[src/rtl/vga_timing_pkg.sv]
// Default 640x480@60 Hz raster timing, coordinate widths and sync polarities
// shared by the VGA sync generator and its users.
package vga_timing_pkg;

    localparam int unsigned H_ACTIVE_DEF = 640;
    localparam int unsigned H_FP_DEF     = 16;
    localparam int unsigned H_SYNC_DEF   = 96;
    localparam int unsigned H_BP_DEF     = 48;
    localparam int unsigned V_ACTIVE_DEF = 480;
    localparam int unsigned V_FP_DEF     = 10;
    localparam int unsigned V_SYNC_DEF   = 2;
    localparam int unsigned V_BP_DEF     = 33;
    localparam int unsigned PIX_DIV_DEF  = 2;

    localparam int unsigned H_TOTAL_DEF = H_ACTIVE_DEF + H_FP_DEF + H_SYNC_DEF + H_BP_DEF;
    localparam int unsigned V_TOTAL_DEF = V_ACTIVE_DEF + V_FP_DEF + V_SYNC_DEF + V_BP_DEF;

    localparam int unsigned CNT_W  = 10;
    localparam int unsigned X_W    = 10;
    localparam int unsigned Y_W    = 9;
    localparam int unsigned FCNT_W = 16;

    localparam bit HS_POL_DEF = 1'b0;
    localparam bit VS_POL_DEF = 1'b0;

    // A divide-by-one still needs a one-bit counter to keep widths legal.
    function automatic int unsigned div_width(int unsigned div);
        return (div > 1) ? $clog2(div) : 1;
    endfunction

endpackage

[src/rtl/vga_sync_gen_if.sv]
// Raster outputs of vga_sync_gen; o_frame_cnt exists only when VGA_FRAME_CNT_EN is defined.
interface vga_sync_gen_if;
    import vga_timing_pkg::*;

    logic             o_pix_stb;
    logic             o_hs;
    logic             o_vs;
    logic             o_active;
    logic [X_W-1:0]   o_x;
    logic [Y_W-1:0]   o_y;
    logic             o_frame_end;
`ifdef VGA_FRAME_CNT_EN
    logic [FCNT_W-1:0] o_frame_cnt;
`endif

`ifdef VGA_FRAME_CNT_EN
    modport master (
        output o_pix_stb, o_hs, o_vs, o_active, o_x, o_y, o_frame_end, o_frame_cnt
    );
    modport slave (
        input  o_pix_stb, o_hs, o_vs, o_active, o_x, o_y, o_frame_end, o_frame_cnt
    );
`else
    modport master (
        output o_pix_stb, o_hs, o_vs, o_active, o_x, o_y, o_frame_end
    );
    modport slave (
        input  o_pix_stb, o_hs, o_vs, o_active, o_x, o_y, o_frame_end
    );
`endif

endinterface

[src/rtl/pix_stb_div.sv]
// Pixel-rate divider: step is high on the last clk_in cycle of every PIX_DIV-cycle pixel.
module pix_stb_div
    import vga_timing_pkg::*;
#(
    parameter int unsigned PIX_DIV = PIX_DIV_DEF
) (
    input  logic clk_in,
    input  logic i_rst_n,
    output logic step
);

    localparam int unsigned     DivW    = div_width(PIX_DIV);
    localparam logic [DivW-1:0] DivLast = DivW'(PIX_DIV - 1);

    logic [DivW-1:0] div_q, div_d;

    always_comb begin
        step  = (div_q == DivLast);
        div_d = step ? '0 : div_q + 1'b1;
    end

    always_ff @(posedge clk_in or negedge i_rst_n) begin
        if (!i_rst_n) begin
            div_q <= '0;
        end else begin
            div_q <= div_d;
        end
    end

endmodule

[src/rtl/vga_sync_gen.sv]
// VGA raster timing generator: h/v counters, sync/active decode and aligned output registers.
// Optional frame counter output is enabled by defining VGA_FRAME_CNT_EN.
module vga_sync_gen
    import vga_timing_pkg::*;
#(
    parameter int unsigned H_ACTIVE = H_ACTIVE_DEF,
    parameter int unsigned H_FP     = H_FP_DEF,
    parameter int unsigned H_SYNC   = H_SYNC_DEF,
    parameter int unsigned H_BP     = H_BP_DEF,
    parameter int unsigned V_ACTIVE = V_ACTIVE_DEF,
    parameter int unsigned V_FP     = V_FP_DEF,
    parameter int unsigned V_SYNC   = V_SYNC_DEF,
    parameter int unsigned V_BP     = V_BP_DEF,
    parameter int unsigned PIX_DIV  = PIX_DIV_DEF,
    parameter bit          HS_POL   = HS_POL_DEF,
    parameter bit          VS_POL   = VS_POL_DEF
) (
    input  logic           clk_in,
    input  logic           i_rst_n,
    vga_sync_gen_if.master vga
);

    localparam int unsigned H_TOTAL = H_ACTIVE + H_FP + H_SYNC + H_BP;
    localparam int unsigned V_TOTAL = V_ACTIVE + V_FP + V_SYNC + V_BP;

    localparam logic [CNT_W-1:0] HLast   = CNT_W'(H_TOTAL - 1);
    localparam logic [CNT_W-1:0] VLast   = CNT_W'(V_TOTAL - 1);
    localparam logic [CNT_W-1:0] HAct    = CNT_W'(H_ACTIVE);
    localparam logic [CNT_W-1:0] VAct    = CNT_W'(V_ACTIVE);
    localparam logic [CNT_W-1:0] HsStart = CNT_W'(H_ACTIVE + H_FP);
    localparam logic [CNT_W-1:0] HsEnd   = CNT_W'(H_ACTIVE + H_FP + H_SYNC);
    localparam logic [CNT_W-1:0] VsStart = CNT_W'(V_ACTIVE + V_FP);
    localparam logic [CNT_W-1:0] VsEnd   = CNT_W'(V_ACTIVE + V_FP + V_SYNC);

    logic             step;
    logic [CNT_W-1:0] h_q, h_d;
    logic [CNT_W-1:0] v_q, v_d;
    logic             pix_stb_q;
    logic             hs_q, hs_d;
    logic             vs_q, vs_d;
    logic             active_q, active_d;
    logic [X_W-1:0]   x_q, x_d;
    logic [Y_W-1:0]   y_q, y_d;
    logic             frame_end_q, frame_end_d;

    pix_stb_div #(
        .PIX_DIV (PIX_DIV)
    ) u_pix_stb_div (
        .clk_in  (clk_in),
        .i_rst_n (i_rst_n),
        .step    (step)
    );

    always_comb begin
        h_d = h_q;
        v_d = v_q;
        if (step) begin
            if (h_q == HLast) begin
                h_d = '0;
                v_d = (v_q == VLast) ? '0 : v_q + 1'b1;
            end else begin
                h_d = h_q + 1'b1;
            end
        end
    end

    // Decode from the post-step counts so every output lands on the same edge.
    always_comb begin
        active_d    = (h_d < HAct) && (v_d < VAct);
        x_d         = (h_d < HAct) ? h_d[X_W-1:0] : '0;
        y_d         = (v_d < VAct) ? v_d[Y_W-1:0] : '0;
        hs_d        = ((h_d >= HsStart) && (h_d < HsEnd)) ? HS_POL : ~HS_POL;
        vs_d        = ((v_d >= VsStart) && (v_d < VsEnd)) ? VS_POL : ~VS_POL;
        frame_end_d = step && (h_d == '0) && (v_d == VAct);
    end

    always_ff @(posedge clk_in or negedge i_rst_n) begin
        if (!i_rst_n) begin
            h_q         <= HLast;
            v_q         <= VLast;
            pix_stb_q   <= 1'b0;
            frame_end_q <= 1'b0;
            active_q    <= 1'b0;
            x_q         <= '0;
            y_q         <= '0;
            hs_q        <= ~HS_POL;
            vs_q        <= ~VS_POL;
        end else begin
            h_q         <= h_d;
            v_q         <= v_d;
            pix_stb_q   <= step;
            frame_end_q <= frame_end_d;
            if (step) begin
                active_q <= active_d;
                x_q      <= x_d;
                y_q      <= y_d;
                hs_q     <= hs_d;
                vs_q     <= vs_d;
            end
        end
    end

`ifdef VGA_FRAME_CNT_EN
    logic [FCNT_W-1:0] frame_cnt_q;

    always_ff @(posedge clk_in or negedge i_rst_n) begin
        if (!i_rst_n) begin
            frame_cnt_q <= '0;
        end else if (frame_end_d) begin
            frame_cnt_q <= frame_cnt_q + 1'b1;
        end
    end

    assign vga.o_frame_cnt = frame_cnt_q;
`endif

    assign vga.o_pix_stb   = pix_stb_q;
    assign vga.o_hs        = hs_q;
    assign vga.o_vs        = vs_q;
    assign vga.o_active    = active_q;
    assign vga.o_x         = x_q;
    assign vga.o_y         = y_q;
    assign vga.o_frame_end = frame_end_q;

endmodule
[src/flat_wrapper.sv]
// flat-port wrapper written by rule: the top's interface ports become plain ports
module vga_sync_gen_flat import vga_timing_pkg::*;
#(
    parameter int unsigned H_ACTIVE = H_ACTIVE_DEF,
    parameter int unsigned H_FP     = H_FP_DEF,
    parameter int unsigned H_SYNC   = H_SYNC_DEF,
    parameter int unsigned H_BP     = H_BP_DEF,
    parameter int unsigned V_ACTIVE = V_ACTIVE_DEF,
    parameter int unsigned V_FP     = V_FP_DEF,
    parameter int unsigned V_SYNC   = V_SYNC_DEF,
    parameter int unsigned V_BP     = V_BP_DEF,
    parameter int unsigned PIX_DIV  = PIX_DIV_DEF,
    parameter bit          HS_POL   = HS_POL_DEF,
    parameter bit          VS_POL   = VS_POL_DEF
)
  (clk_in, i_rst_n, vga_o_pix_stb, vga_o_hs, vga_o_vs, vga_o_active, vga_o_x, vga_o_y, vga_o_frame_end);
  vga_sync_gen_if vga_i ();
  input  logic clk_in;
  input  logic i_rst_n;
  output wire logic [$bits(vga_i.o_pix_stb)-1:0] vga_o_pix_stb;
  output wire logic [$bits(vga_i.o_hs)-1:0] vga_o_hs;
  output wire logic [$bits(vga_i.o_vs)-1:0] vga_o_vs;
  output wire logic [$bits(vga_i.o_active)-1:0] vga_o_active;
  output wire logic [$bits(vga_i.o_x)-1:0] vga_o_x;
  output wire logic [$bits(vga_i.o_y)-1:0] vga_o_y;
  output wire logic [$bits(vga_i.o_frame_end)-1:0] vga_o_frame_end;
  assign vga_o_pix_stb = vga_i.o_pix_stb;
  assign vga_o_hs = vga_i.o_hs;
  assign vga_o_vs = vga_i.o_vs;
  assign vga_o_active = vga_i.o_active;
  assign vga_o_x = vga_i.o_x;
  assign vga_o_y = vga_i.o_y;
  assign vga_o_frame_end = vga_i.o_frame_end;
  vga_sync_gen #(.H_ACTIVE(H_ACTIVE), .H_FP(H_FP), .H_SYNC(H_SYNC), .H_BP(H_BP), .V_ACTIVE(V_ACTIVE), .V_FP(V_FP), .V_SYNC(V_SYNC), .V_BP(V_BP), .PIX_DIV(PIX_DIV), .HS_POL(HS_POL), .VS_POL(VS_POL)) u_core (.clk_in(clk_in), .i_rst_n(i_rst_n), .vga(vga_i));
endmodule
[config.mk]
export PLATFORM = sky130hd
export DESIGN_NAME = vga_sync_gen_flat
export DESIGN_NICKNAME = d
export VERILOG_FILES = /design/src/rtl/vga_timing_pkg.sv /design/src/rtl/vga_sync_gen_if.sv /design/src/rtl/pix_stb_div.sv /design/src/rtl/vga_sync_gen.sv /design/src/flat_wrapper.sv
export SDC_FILE = /design/constraint.sdc
export NUM_CORES = 1
export LEC_CHECK = 0
export BUFFER_PORTS_ARGS = -buffer_cell sky130_fd_sc_hd__buf_2
export CAP_MARGIN = 25
export CORE_UTILIZATION = 60
export CTS_BUF_LIST = sky130_fd_sc_hd__clkbuf_8
export CTS_CLUSTER_DIAMETER = 50
export DETAILED_ROUTE_END_ITERATION = 10
export PLACE_DENSITY = 0.83
export SLEW_MARGIN = 25
export SYNTH_ARGS = -nofsm -noshare
export SYNTH_HDL_FRONTEND = slang
export SYNTH_SLANG_ARGS = --single-unit
[constraint.sdc]
create_clock -name clk_in -period 4.2 [get_ports clk_in]
set_input_delay 0.42 -clock clk_in [delete_from_list [all_inputs] [get_ports clk_in]]
set_output_delay 0.42 -clock clk_in [all_outputs]
set_load 0.02 [all_outputs]
Word level (Yosys, flattened, before mapping)
Cells that the tools add are included.

word-level totals
  output and inout bits = 24
  bits of input ports = 2
  register bits after elaboration = 45

operators by class
  add/subtract/negate cells = 3
  order comparisons = 6
  mux-type cells = 10
  reduce and logical (&&, ||, !) cells = 6
  equal/unequal tests = 3

operators with widths
  operator                 count
  $mux W10                 6
  $add A10 B1 Y10 const B  2
  $eq A10 B10 Y1 const B   2
  $lt A10 B10 Y1 const B   2
  $lt A10 B9 Y1 const B    2
  $eq A10 B9 Y1 const B    1
  $ge A10 B10 Y1 const B   1
  $ge A10 B9 Y1 const B    1
  $logic_not A10 Y1        1
  $mux W9                  1
  $logic_and A1 B1 Y1      5
  $mux W1                  3
  $add A1 B1 Y1 const B    1

Longest topological paths before layout
Gate-level depths: netlist (run 1).

  depth after elaboration = 7
  gate-level depth with buffers = 9
  mapped depth without buffers = 8

Modules after synthesis
A second synthesis (run 1) with hierarchy kept.

unflattened totals
  cell total of the unflattened synthesis = 257
  area, all modules = 2,527.4 sq um

by module, submodules not included
  module        cells an instance  area each (sq um)  seq. area each (sq um)  times used
  vga_sync_gen  255                2,498.6            1,116.1                 1
  pix_stb_div   2                  28.8               25.0                    1

Least setup slack after synthesis (run 1)
OpenSTA, ideal clock, no wires.

  path type = flip-flop to flip-flop
  start point = register u_core.h_q[0]
  end point = register u_core.y_q[0] (netlist: u_core.vga.o_y[0])
  path slack = 1.809 ns
  path buffers = 1
  stages on the path, launching flop included = 9
  data required time = 4.090 ns
  clock period less this slack = 2.391 ns
  data arrival time = 2.281 ns
  cells stage by stage = dfstp_2 -> ha_1 -> nand4_1 -> nor3_2 -> nand4_1 -> xnor2_2 -> and4_1 -> buf_2 -> o41ai_1

between the ends
  word-level cells in the longest chain between the ends = 5

RTL lines
  element                  line                source
  start, declared          vga_sync_gen.sv:36  logic [CNT_W-1:0] h_q, h_d;
  start signal, assigned   vga_sync_gen.sv:79  h_q <= HLast;
  $eq A10 B10 Y1           vga_sync_gen.sv:58  if (h_q == HLast) begin
  $mux W10                 vga_sync_gen.sv:58
  $mux W10                 vga_sync_gen.sv:57  if (step) begin
  named net u_core.v_d[8]  vga_sync_gen.sv:37  logic [CNT_W-1:0] v_q, v_d;
  $lt A10 B9 Y1            vga_sync_gen.sv:71  y_d = (v_d < VAct) ? v_d[Y_W-1:0] : '0;
  $mux W9                  vga_sync_gen.sv:71
  end signal, assigned     vga_sync_gen.sv:96  y_q <= y_d;
  end, declared            vga_sync_gen.sv:43  logic [Y_W-1:0] y_q, y_d;

The timed path passes the listed nets, and every way through them passes these cells.
A chain may end at the register's enable or synchronous reset.

Worst setup path after layout (run 1)
Ends and elaborated chain as after synthesis.

==> run summary, run 1 <==
======================================================================================
Cts hold-fix bufs .......................................................            0
Net Sw Frac .............................................................        19.6%
Number of warnings printed during yosys synthesis .......................            0
Number of DRC violations after detailed-routing iteration 0 .............          180
Setup crit start ........................................................ u_core.h_q[0]$_DFF_PN1_
Cell count after synthesis ..............................................          262
Crit Reg-Reg Startpoint ................................................. u_core.h_q[0]$_DFF_PN1_
Number of remaining DRC errors ..........................................            0
Post-synthesis cell type count ..........................................           56
Register area ...........................................................   1140 sq um
Worst slew pin tran .....................................................     0.859 ns
Number of clock sinks seen by CTS .......................................           45
Area Overhead vs Synth ..................................................        7.54%
Highest attainable clock frequency ......................................      310 MHz
Mean routed wirelength per cell .........................................      16.9 um
Number of vias per cell .................................................         6.31
Number of buffers between clock root and the deepest sink ...............            2
Clock slew at the register clock pins of the worst setup and hold paths .      0.08 ns
Cell area after synthesis ...............................................   2590 sq um
Crit-path slowest cell ..................................................       nor3_2
Min Clock Period, post-route ............................................      3.23 ns
Cell depth of the worst flop-to-flop path ...............................            7
Clock Skews .............................................................   0.00487 ns
Max stage delay on crit path ............................................      0.77 ns
Total negative slack ....................................................         0 ns
Worst skew pair latency .................................................      0.29 ns
Sequential element share of the synthesized area ........................        44.1%
Worst setup slack for register-to-register paths ........................      0.97 ns
Category of the worst setup path capture point ..........................         flop
Cell row count ..........................................................           23
Worst Setup Slack, final ................................................     0.974 ns
Total number of H-tree levels ...........................................            2
Share of cells above drive strength 1 ...................................        21.9%
Share of power burned in the clock network ..............................        43.4%
Run status ..............................................................    completed
Combinational group share of total power ................................         1.1%
Switching power .........................................................     0.153 mW
Data required time at the worst endpoint ................................      4.38 ns
Number of placed I/O pins ...............................................           26
Post-detailed-route count of antenna-violating nets .....................            0
Worst slack, placed .....................................................      1.05 ns
Slew Limit Fails ........................................................            0
Synth Register Bits .....................................................           45
Floorplan die height ....................................................      67.7 um
Share of the clock period used by the worst path after layout ...........        76.8%
Multi-input gate area in the final layout ...............................   1230 sq um
Worst vdd ir ............................................................       216 uV
Crit Path Category ......................................................   reg -> reg
Overall die width .......................................................      67.7 um
Internal power consumption ..............................................     0.627 mW
Net Count, Synth ........................................................          267
Floorplan core area .....................................................   4060 sq um
Number of global-route vias before repair ...............................         1864
Final cell count without fillers ........................................          329
Hpwl dp .................................................................      3.82 mm
Class of the worst hold path ............................................  in -> async
Dominant delay contributor by cell family on the critical path .......... simple AND/OR/NAND/NOR gates
Register share of total power ...........................................        55.6%
Number of CTS-inserted buffers ..........................................            5
Leakage .................................................................      1.18 nW
Ys async rst share ......................................................         100%
Final-layout fill cell count ............................................          310
Number of cells on the critical path ....................................            7
Aggregate global routing overflow .......................................            0
Resize count post-CTS ...................................................            0
Count of maximum capacitance violations .................................            0
Post CTS Setup Buffer Count .............................................            0
IO Port Bufs ............................................................           25
DRT Wirelength ..........................................................      5.55 mm
Number of flops mapped to enable cells by yosys .........................            0
Total GRT Usage .........................................................        27.2%
Initial antenna violation count .........................................            0
Worst path cell trace ................................................... ha_1, nand4_1, nor3_2, nand4_1, xnor2_2, and4_1, o41ai_1
Global-route wire length before repair ..................................      9.18 mm
Die area ................................................................   4580 sq um
Number of hold violations in the final report ...........................            0
Via count of the routed design ..........................................         2075
Post-Synthesis Mean Instance Area .......................................   9.88 sq um
Cell repeated most along the worst path .................................      nand4_1
Unrepaired setup endpoints after global routing .........................        false
Nature of the critical path startpoint ..................................         flop
ANT cells ...............................................................            0
Total iterations of the first detailed-routing run ......................            4
Cell at the root of the clock tree ......................................     clkbuf_8
Placed insts ............................................................          321
Relative max-transition margin ..........................................        42.5%
Power density normalized to cell area ...................................  280 nW/um^2
Worst-path maximum fanout ...............................................           14
Gp weighted congestion ..................................................        0.890
Dominant synthesized flop cell ..........................................      dfrtp_1
Clock tree from TritonCTS ...............................................          yes
Critical path buffer and inverter count .................................            0
Finish-stage setup viols ................................................            0
Crit path arrival time ..................................................      3.40 ns
Maximum number of pins on one net before global-route repair ............           46
Initial cell density of the core ........................................        63.8%
Net count of the finished layout ........................................          283
======================================================================================
-- cell usage after synthesis, types with 2 or more instances --
cell type	number	area, sq um
o211ai_1	5	37.5
o31ai_1	3	22.5
a21o_1	3	22.5
o32ai_1	7	61.3
inv_1	24	90.1
ha_1	3	37.5
and3_1	6	37.5
a221o_1	2	20.0
clkbuf_1	9	33.8
or3_1	3	18.8
nand2b_1	3	18.8
nand4_1	15	93.8
o21ai_0	11	55.1
nor4_1	2	12.5
o22ai_1	2	12.5
nor2_1	14	52.6
a21oi_1	2	10.0
dfrtp_1	33	826
a311oi_1	2	17.5
buf_6	5	56.3
nor4b_1	2	17.5
a31oi_1	3	18.8
o2bb2ai_1	7	61.3
nor3_1	4	20.0
xnor2_1	12	105
nand3_1	9	45.0
o21ai_1	4	20.0
or4_1	2	15.0
o41ai_1	3	26.3
nand2_1	21	78.8
nor2b_1	2	12.5
dfstp_2	12	315
nor3_2	2	20.0
mux2_2	3	33.8
-- flip-flops by register name, summed over array words and instances (netlist names) --
signal / flops
u_core.vga.o_hs: 1
u_core.vga.o_vs: 1
u_core.v_q: 10
u_core.h_q: 10
u_core.vga.o_active: 1
u_core.vga.o_y: 9
u_core.u_pix_stb_div.step: 1
u_core.vga.o_x: 10
u_core.vga.o_pix_stb: 1
u_core.vga.o_frame_end: 1
-- worst reg2reg max path, cell delays in order (launching register included) --
cell and delay, ns:
dfstp_2 0.61, ha_1 0.29, nand4_1 0.24, nor3_2 0.77, nand4_1 0.28, xnor2_2 0.22
and4_1 0.34, o41ai_1 0.37
-- metal layers --
metal / GRT usage, % / vias to the layer above / wire [um]
li1: - / 989 / -
met1: 41.9 / 995 / 2650
met2: 37.3 / 80 / 2480
met3: 4.39 / 11 / 327
met4: 11.4 / 0 / 94
met5: 0 / - / 0
-- worst paths after layout --
| kind | to |
|---|---|
| max | u_core.vga.o_y[0]$_DFFE_PN0P_ |
| min | u_core.vga.o_x[7]$_DFFE_PN0P_ |
| max reg2reg | u_core.vga.o_y[0]$_DFFE_PN0P_ |
| min reg2reg | u_core.vga.o_x[1]$_DFFE_PN0P_ |
| max in group asynchronous | u_core.v_q[9]$_DFF_PN1_ |
| min in group clk_in | u_core.vga.o_x[1]$_DFFE_PN0P_ |
-- layout by cell type, fill, tap and decap left out, types with 5 or more instances in the layout --
master / instances
dfstp_2: 12
and3_1: 6
o2bb2ai_1: 7
clkbuf_8: 6
dfrtp_1: 33
xnor2_1: 12
nand4_1: 15
nand2_1: 21
o211ai_1: 5
nor2_1: 14
o32ai_1: 7
o21ai_0: 11
nand3_1: 9
buf_2: 24
inv_1: 24
-- cells by family after synthesis --
kind of cell | after synthesis | synth area share (%)
buf+inv | 41 | 8.22
mux | 4 | 1.69
simple gates | 95 | 21.4
flops | 45 | 44.1
xor+xnor | 14 | 5.03
fa+ha+maj | 3 | 1.45
compound gates | 60 | 18.1
-- cell type report --
type                    count  share of cell area [%]
inverters                  24                    3.24
well taps                  50                    2.25
multi-input cells         176                    44.4
repair buffers             26                    4.85
flip-flops and latches     45                    41.0
clock buffers               6                    2.97
clock inverters             2                    1.35
-- power groups by stage --
stage           logic [mW]  registers [mW]  clock network, mW
2_1_floorplan  0.000000489           0.442                  0
3_3_place_gp       0.00886           0.442                  0
3_5_place_dp       0.00880           0.442                  0
4_1_cts            0.00873           0.433              0.344
5_1_grt             0.0101           0.434              0.360
6_report           0.00821           0.433              0.338
-- per-stage QoR --
step           instance area [sq um]  hold slack, ns  utilization [%]  power (mW)
3_5_place_dp                    2660           0.467             65.6       0.450
6_report                        2780           0.105             68.6       0.780
3_3_place_gp                    2660           0.464             65.6       0.450
5_1_grt                         2780           0.147             68.6       0.804
4_1_cts                         2780           0.303             68.5       0.786
2_1_floorplan                   2590           0.124                -       0.442
(Power assumes the default switching activity.)
==> run 2: changes to the inputs <==
==> constraint.sdc (replaced) <==
create_clock -name clk_in -period 3 [get_ports clk_in]
set_input_delay 0.3 -clock clk_in [delete_from_list [all_inputs] [get_ports clk_in]]
set_output_delay 0.3 -clock clk_in [all_outputs]
set_load 0.02 [all_outputs]
==> run 2 against run 1 <==
Net effect:
- wire length rose by 4.7%
- the run now ends with negative hold slack left
- non-clock buffer count grew 4
- core utilization is 0.52 points higher
- clock-buffer cell count is 1 lower
- fmax rose by 16%
- largest cell class unchanged
- global-route usage grew 1.9 points
- critical path depth stayed put
- largest power group unchanged
- sequential share of layout area down 0.31 points
- critical endpoint unchanged
- flip-flop and latch count unchanged
==> run summary, run 2 (same netlist as run 1, synthesis figures left out) <==
======================================================================================
Share of cells above drive strength 1 ...................................        22.6%
Worst-path maximum fanout ...............................................           10
Crit Reg-Reg Startpoint ................................................. u_core.h_q[0]$_DFF_PN1_
Number of CTS-inserted buffers ..........................................            5
Worst setup slack for register-to-register paths ........................      0.22 ns
Total negative slack ....................................................         0 ns
Via count of the routed design ..........................................         2108
Cell depth of the worst flop-to-flop path ...............................            7
Initial antenna violation count .........................................            0
Number of remaining DRC errors ..........................................            0
Overall die width .......................................................      67.7 um
Floorplan die height ....................................................      67.7 um
Data required time at the worst endpoint ................................      3.17 ns
Finish-stage setup viols ................................................            0
Crit-path slowest cell ..................................................      dfstp_2
Number of global-route vias before repair ...............................         1940
Net count of the finished layout ........................................          287
Gp weighted congestion ..................................................        0.941
Final cell count without fillers ........................................          333
Worst vdd ir ............................................................       336 uV
Worst skew pair latency .................................................      0.30 ns
Aggregate global routing overflow .......................................            0
Nature of the critical path startpoint ..................................         flop
Most common cell after layout, fill and taps aside ......................      dfrtp_1
Area Overhead vs Synth ..................................................        8.36%
Post-detailed-route count of antenna-violating nets .....................            0
ANT cells ...............................................................            0
Critical path buffer and inverter count .................................            0
Total number of H-tree levels ...........................................            2
Cell row count ..........................................................           23
Most frequent cells in the layout ....................................... dfrtp_1 (33), inv_1 (25), buf_2 (24)
Min Clock Period, post-route ............................................      2.78 ns
Floorplan core area .....................................................   4060 sq um
Count of maximum capacitance violations .................................            0
Cell repeated most along the worst path .................................      nand4_1
Hold Worst Slack ........................................................   -0.0289 ns
Total iterations of the first detailed-routing run ......................            5
Post CTS Setup Buffer Count .............................................            0
Class of the worst hold path ............................................  in -> async
Resize count post-CTS ...................................................            0
Max stage delay on crit path ............................................      0.61 ns
Run status .............................................................. finished with violations
Worst Setup Slack, final ................................................     0.217 ns
Sum of internal, switching and leakage power ............................      1.07 mW
Die area ................................................................   4580 sq um
Initial cell density of the core ........................................        63.8%
Crit path arrival time ..................................................      2.96 ns
Global-route wire length before repair ..................................      9.63 mm
Placed insts ............................................................          325
Number of clock sinks seen by CTS .......................................           45
Leakage .................................................................      1.21 nW
IO Port Bufs ............................................................           25
Number of vias per cell .................................................         6.33
Dominant delay contributor by cell family on the critical path .......... simple AND/OR/NAND/NOR gates
Category of the worst setup path capture point ..........................         flop
Final-layout fill cell count ............................................          306
Cts hold-fix bufs .......................................................            0
Finished Core Util ......................................................        69.1%
Worst slew pin tran .....................................................     0.546 ns
Number of hold violations in the final report ...........................           33
Worst slack, placed .....................................................     0.334 ns
Worst path cell trace ................................................... ha_1, nand4_1, nor3_2, nand4_1, xnor2_2, and4_1, o41ai_1
Design area .............................................................   2810 sq um
Placed Instance Area ....................................................   2690 sq um
Cell at the root of the clock tree ......................................     clkbuf_8
Total GRT Usage .........................................................        29.1%
Maximum number of pins on one net before global-route repair ............           46
Hpwl dp .................................................................      4.05 mm
Crit Path Category ......................................................   reg -> reg
Number of placed I/O pins ...............................................           26
Unrepaired setup endpoints after global routing .........................        false
Clock slew at the register clock pins of the worst setup and hold paths .      0.09 ns
Violations in the final reports ......................................... negative hold slack
Reg2Reg Capture Point ................................................... u_core.vga.o_y[0]$_DFFE_PN0P_
Clock Skews .............................................................    0.0109 ns
Share of the clock period used by the worst path after layout ...........        92.8%
DRT Wirelength ..........................................................      5.81 mm
Relative max-transition margin ..........................................        63.6%
Number of buffers between clock root and the deepest sink ...............            2
Mean routed wirelength per cell .........................................      17.4 um
Number of DRC violations after detailed-routing iteration 0 .............          165
Number of cells on the critical path ....................................            7
Highest attainable clock frequency ......................................      359 MHz
Slew Limit Fails ........................................................            0
Clock tree from TritonCTS ...............................................          yes
Power density normalized to cell area ...................................  383 nW/um^2
======================================================================================
[run 2: cell types whose count changed in the layout (fill, tap and decap cells not counted), sizes merged]
cell	previous run	this run
clkinvlp	1	0
clkbuf	6	5
inv	24	25
buf	26	30
clkinv	0	1
[run 2: layout make-up]
cell class / count / area (sq um) / area share (%)
multi-input combinational: 176 / 1230 / 44.0
sequential: 45 / 1140 / 40.7
timing repair buffer: 30 / 165 / 5.89
inverter: 24 / 90.1 / 3.21
clock buffer: 5 / 68.8 / 2.45
tap: 50 / 62.6 / 2.23
clock inverter: 3 / 42.5 / 1.52
[run 2: per-layer routing]
| layer | up-vias | wire, um | track usage [%] |
|---|---|---|---|
| met5 | - | 0 | 0 |
| met4 | 0 | 151 | 13.6 |
| met3 | 16 | 325 | 6.76 |
| met2 | 84 | 2530 | 41.3 |
| met1 | 1013 | 2800 | 41.5 |
| li1 | 995 | - | - |
[run 2: report_power, final]
| group | switching (mW) | leakage (nW) | internal (mW) | total (mW) |
|---|---|---|---|---|
| Clock | 0.208 | 0.0595 | 0.247 | 0.455 |
| Sequential | 0 | 0.568 | 0.607 | 0.607 |
| Combinational | 0.0108 | 0.578 | 0.000862 | 0.0117 |
[run 2: how the worst max path moves through the flow]
stage          slack [ns]                                to               startpoint
3_5_place_dp         0.33     u_core.vga.o_y[6]$_DFFE_PN0P_  u_core.h_q[0]$_DFF_PN1_
6_report             0.22     u_core.vga.o_y[0]$_DFFE_PN0P_  u_core.h_q[0]$_DFF_PN1_
3_3_place_gp         0.48  u_core.vga.o_frame_end$_DFF_PN0_  u_core.h_q[0]$_DFF_PN1_
5_1_grt              0.02     u_core.vga.o_y[0]$_DFFE_PN0P_  u_core.h_q[0]$_DFF_PN1_
4_1_cts              0.26     u_core.vga.o_y[0]$_DFFE_PN0P_  u_core.h_q[0]$_DFF_PN1_
2_1_floorplan        0.61     u_core.vga.o_y[0]$_DFFE_PN0P_  u_core.h_q[0]$_DFF_PN1_
[run 2: worst register-to-register path: cells and delay by family (launching register included)]
kind	cells	cell delay, ns
XOR/XNOR	1	0.19
adder cells (fa/ha/maj)	1	0.30
flip-flops	1	0.61
AND/OR/NAND/NOR	4	1.15
AO/OA/AOI/OAI	1	0.41
